## src/rtl/glitch_mon_pkg.sv

```systemverilog
// Shared types and default parameters for the glitch monitor.
// The optional min/max width tracking is controlled by GLITCH_MON_MINMAX_EN in glitch_monitor.
package glitch_mon_pkg;

    localparam int unsigned CNT_W_DEFAULT   = 32;
    localparam int unsigned TIMEOUT_DEFAULT = 12_000_000;

    typedef enum logic [2:0] {
        IDLE,
        ARMED,
        DELAY,
        WIDTH,
        REPORT
    } state_e;

endpackage

```

## src/rtl/glitch_monitor_sync_edge.sv

```systemverilog
// 2-FF synchronizer followed by one edge-detect register.
// Produces single-cycle rise/fall pulses.
module sync_edge (
    input  logic clk,
    input  logic rst,
    input  logic din,
    output logic rise,
    output logic fall
);

    logic [2:0] sh_q;
    logic [2:0] sh_d;

    always_comb begin
        sh_d = {sh_q[1:0], din};
    end

    always_ff @(posedge clk) begin
        if (rst) begin
            sh_q <= '0;
        end else begin
            sh_q <= sh_d;
        end
    end

    assign rise = sh_q[1] & ~sh_q[2];
    assign fall = ~sh_q[1] & sh_q[2];

endmodule

```

## src/rtl/glitch_monitor.sv

```systemverilog
// Measures trigger-to-glitch delay and glitch width in clk cycles.
// Define GLITCH_MON_MINMAX_EN to add running min/max width statistics.
//
// state  | meaning
// IDLE   | waiting for arm
// ARMED  | waiting for trigger rise (armed_indicator high)
// DELAY  | counting trigger rise -> glitch rise
// WIDTH  | counting glitch rise -> glitch fall
// REPORT | result_valid high until accepted
module glitch_monitor
    import glitch_mon_pkg::*;
#(
    parameter int unsigned CNT_W   = CNT_W_DEFAULT,
    parameter int unsigned TIMEOUT = TIMEOUT_DEFAULT
) (
    input  logic             clk,
    input  logic             rst,
    input  logic             arm,
    input  logic             trigger,
    input  logic             glitch_in,
    output logic             result_valid,
    input  logic             result_ready,
    output logic [CNT_W-1:0] delay_cycles,
    output logic [CNT_W-1:0] width_cycles,
    output logic             timeout,
    output logic             armed_indicator
`ifdef GLITCH_MON_MINMAX_EN
    ,
    input  logic             clr_stats,
    output logic [CNT_W-1:0] width_min,
    output logic [CNT_W-1:0] width_max
`endif
);

    localparam logic [CNT_W-1:0] TMO = CNT_W'(TIMEOUT);

    logic trig_rise;
    logic trig_fall;
    logic glitch_rise;
    logic glitch_fall;

    sync_edge u_sync_trig (
        .clk  (clk),
        .rst  (rst),
        .din  (trigger),
        .rise (trig_rise),
        .fall (trig_fall)
    );

    sync_edge u_sync_glitch (
        .clk  (clk),
        .rst  (rst),
        .din  (glitch_in),
        .rise (glitch_rise),
        .fall (glitch_fall)
    );

    state_e           state_q, state_d;
    logic [CNT_W-1:0] cnt_q, cnt_d;
    logic [CNT_W-1:0] meas_delay_q, meas_delay_d;
    logic [CNT_W-1:0] delay_q, delay_d;
    logic [CNT_W-1:0] width_q, width_d;
    logic             timeout_q, timeout_d;
    logic             valid_q, valid_d;
    logic             armed_q, armed_d;
    logic [CNT_W-1:0] cnt_inc;
    logic             width_update;

    // The counter holds cycles elapsed minus one, so the captured value is cnt_inc.
    always_comb begin
        cnt_inc      = (cnt_q == '1) ? cnt_q : cnt_q + 1'b1;
        state_d      = state_q;
        cnt_d        = cnt_q;
        meas_delay_d = meas_delay_q;
        delay_d      = delay_q;
        width_d      = width_q;
        timeout_d    = timeout_q;
        width_update = 1'b0;

        case (state_q)
            IDLE: begin
                if (arm) begin
                    state_d = ARMED;
                end
            end
            ARMED: begin
                if (trig_rise) begin
                    cnt_d = '0;
                    if (glitch_rise) begin
                        meas_delay_d = '0;
                        state_d      = WIDTH;
                    end else begin
                        state_d = DELAY;
                    end
                end
            end
            DELAY: begin
                cnt_d = cnt_inc;
                if (glitch_rise) begin
                    meas_delay_d = cnt_inc;
                    cnt_d        = '0;
                    state_d      = WIDTH;
                end else if (cnt_inc == TMO) begin
                    delay_d   = TMO;
                    width_d   = '0;
                    timeout_d = 1'b1;
                    state_d   = REPORT;
                end
            end
            WIDTH: begin
                cnt_d = cnt_inc;
                if (glitch_fall) begin
                    delay_d      = meas_delay_q;
                    width_d      = cnt_inc;
                    timeout_d    = 1'b0;
                    width_update = 1'b1;
                    state_d      = REPORT;
                end else if (cnt_inc == TMO) begin
                    delay_d   = meas_delay_q;
                    width_d   = TMO;
                    timeout_d = 1'b1;
                    state_d   = REPORT;
                end
            end
            REPORT: begin
                if (result_ready) begin
                    state_d = IDLE;
                end
            end
            default: begin
                state_d = IDLE;
            end
        endcase

        valid_d = (state_d == REPORT);
        armed_d = (state_d == ARMED);
    end

    always_ff @(posedge clk) begin
        if (rst) begin
            state_q      <= IDLE;
            cnt_q        <= '0;
            meas_delay_q <= '0;
            delay_q      <= '0;
            width_q      <= '0;
            timeout_q    <= 1'b0;
            valid_q      <= 1'b0;
            armed_q      <= 1'b0;
        end else begin
            state_q      <= state_d;
            cnt_q        <= cnt_d;
            meas_delay_q <= meas_delay_d;
            delay_q      <= delay_d;
            width_q      <= width_d;
            timeout_q    <= timeout_d;
            valid_q      <= valid_d;
            armed_q      <= armed_d;
        end
    end

    assign result_valid    = valid_q;
    assign delay_cycles    = delay_q;
    assign width_cycles    = width_q;
    assign timeout         = timeout_q;
    assign armed_indicator = armed_q;

`ifdef GLITCH_MON_MINMAX_EN
    logic [CNT_W-1:0] width_min_q, width_min_d;
    logic [CNT_W-1:0] width_max_q, width_max_d;

    always_comb begin
        width_min_d = width_min_q;
        width_max_d = width_max_q;
        if (clr_stats) begin
            width_min_d = '1;
            width_max_d = '0;
        end else if (width_update) begin
            if (width_d < width_min_q) width_min_d = width_d;
            if (width_d > width_max_q) width_max_d = width_d;
        end
    end

    always_ff @(posedge clk) begin
        if (rst) begin
            width_min_q <= '1;
            width_max_q <= '0;
        end else begin
            width_min_q <= width_min_d;
            width_max_q <= width_max_d;
        end
    end

    assign width_min = width_min_q;
    assign width_max = width_max_q;
`endif

endmodule
```

## config.mk

```make
export PLATFORM = sky130hd
export DESIGN_NAME = glitch_monitor
export DESIGN_NICKNAME = d
export VERILOG_FILES = /design/src/rtl/glitch_mon_pkg.sv /design/src/rtl/glitch_monitor_sync_edge.sv /design/src/rtl/glitch_monitor.sv
export SDC_FILE = /design/constraint.sdc
export NUM_CORES = 1
export LEC_CHECK = 0
export CAP_MARGIN = 20
export CORE_UTILIZATION = 57
export CTS_CLUSTER_DIAMETER = 100
export DETAILED_ROUTE_END_ITERATION = 10
export DONT_BUFFER_PORTS = 1
export GPL_TIMING_DRIVEN = 1
export PLACE_DENSITY = 0.77
export SLEW_MARGIN = 40
export SYNTH_ARGS = -nofsm -noshare
export SYNTH_HDL_FRONTEND = slang
export SYNTH_HIERARCHICAL = 1
export SYNTH_SLANG_ARGS = --single-unit
```

## constraint.sdc

```tcl
create_clock -name clk -period 3.25 [get_ports clk]
set_input_delay 0.325 -clock clk [delete_from_list [all_inputs] [get_ports clk]]
set_output_delay 0.325 -clock clk [all_outputs]
set_load 0.02 [all_outputs]
```

==> flow_summary.toml <==
[outcome]
status = "complete, no violations"

[route]
first_pass_iters = 5
ant_nets = 0
viasPerCell = 6.48
vias = 5738
finalWirelength_um = 19100
wire_per_inst_um = 21.6
drtIter0Drc = 536
route.detailed.drc = 0

[global_route]
antenna_found_initial = 0
grt_use_total = 0.349
grt_pass1_vias = 5358
grt_start_max_net_pins = 85
grt_pass1_wl_um = 29800
grt_overflow = 0

[logic_synthesis]
mappedNetlistArea_sq_mm = 0.00621
ys_warn_count = 6
synth.avg_cell_area_sq_um = 8.96
synth_cells = 693
syn-num-nets = 700

[power]
p_seq_frac = 0.481
vdd_drop_max_mv = 0.488
p_sw_uw = 838
power_mw = 3.60
intPower_mw = 2.76
p_per_area_mw_per_mm2 = 486
leakage_nw = 2.79
switching_share = 0.233
p_clk_frac = 0.498
comb_power_share = 0.021

[floorplan]
start_util = 0.593
num_io_pins = 73
die_h_um = 106
die-area_sq_mm = 0.0113
die_w_um = 106
core_region_area_sq_mm = 0.0105
rows = 37

[placed_design]
gp_congestion = 1.06
pre_cts_slack_ns = 0.0368
placedCellCount = 847
dp_hpwl_um = 13100
placed_cell_area_sq_mm = 0.00671
io_buffers = 0

[cells_and_area]
final_cell_mix = "dfxtp_1 (137), nor2_1 (100), buf_4 (75), a22oi_1 (55), a22o_1 (41)"
utilization = 0.708
final_common_cell = "dfxtp_1"
final_cell_count_no_fill = 885
area_growth_pct = 19.3
stdcell_area_sq_mm = 0.00741
fin_nets = 743
drive_above_1_share = 0.206
antennaDiodeCount = 0

[worst_setup_path]
critical_path_class = "flop to flop"
cp-end-kind = "flop"
required_ns = 3.71
critPathArrivalTime_ns = 3.66
cp-start-kind = "flop"
cp_max_fo = 13

[clock_tree]
clk_path_buf_depth = 2
cts_tree = "built"
cts_max_level = 4
clk_latency_ns = 0.55
clkTransAtPathRegs_ns = 0.06
cts_made_buffers = 17
clock-sinks = 140
root_buffer = "clkbuf_8"

[timing]
setup_viol = 0
period_share = 0.984
postLayoutSetupSlackWorst_ns = 0.0509
finalSetupTns_ns = 0
finalCriticalPeriod_ns = 3.20
slew-limit-headroom = 0.435
fmax_mhz = 313
whs_ns = 0.0213
skew_ns = 0.0131
slew_violations = 0
hold_viol = 0
tightestPinTransition_ns = 0.838

[run]
drv_cap = 0

[worst_hold_path]
hold_class = "input port to flop"
[repair_timing]
item / 4_1_cts / 5_1_grt
setup endpoints to repair: 0 / 67
gates resized for setup: 0 / 20
hold buffers: 5 / 0
setup buffers: 0 / 1
hold endpoints to repair: 84 / 0
[cell type report]
cell class                 count  area [sq um]
clock buffer                  19           422
fill                         820          3060
clock inverter                13           118
tap                          136           170
multi-input combinational    486          3180
timing repair buffer          83           682
inverter                       8          30.0
sequential                   140          2810
[metal layers]
layer / routed length, um / part of all wire / global-route usage / up-vias
li1: - / - / - / 2653
met1: 8330 / 0.44 / 0.464 / 2790
met2: 9090 / 0.47 / 0.554 / 263
met3: 1400 / 0.073 / 0.0914 / 32
met4: 319 / 0.017 / 0.106 / 0
met5: 0 / 0 / 0 / -
[registers in the layout, summed over array words and instances, names as in the netlist]
register and cells:
timeout 1, armed_indicator 1, u_sync_glitch/sh_q 3, meas_delay_q 32, width_cycles 32, delay_cycles 32
state_q 3, cnt_q 32, result_valid 1, u_sync_trig/sh_q 3
[path summary, 6_finish.rpt]
| kind | from | to | slack, ns | cells past startpoint |
|---|---|---|---|---|
| setup / recovery | cnt_q[10] | delay_cycles[17] | 0.05 | 12 |
| hold / removal | rst | state_q[0] | 0.02 | 3 |
| setup reg to reg | cnt_q[10] | delay_cycles[17] | 0.05 | 12 |
| hold reg to reg | u_sync_glitch/sh_q[0] | u_sync_glitch/sh_q[1] | 0.46 | 1 |
[power by group through the flow]
stage | clock (mW) | sequential [mW] | combinational, mW
final | 1.79 | 1.73 | 0.0769
after global routing | 1.89 | 1.73 | 0.0827
after CTS | 1.80 | 1.73 | 0.0754
after detailed placement | 0 | 1.77 | 0.0515
after global placement | 0 | 1.77 | 0.0492
after floorplan | 0 | 1.76 | 0.0569
[worst max-delay path: stages, from the launching register on]
cell and delay (ns):
dfxtp_1 0.36, buf_4 0.16, nand4_2 0.19, nor3_2 0.20
buf_6 0.18, nand4_1 0.19, a211o_1 0.35, nor4b_1 0.45
and4_1 0.31, and4_1 0.22, buf_4 0.19, nor3_1 0.07
a211oi_1 0.23
No activity file was read; power rests on OpenSTA's default activity.
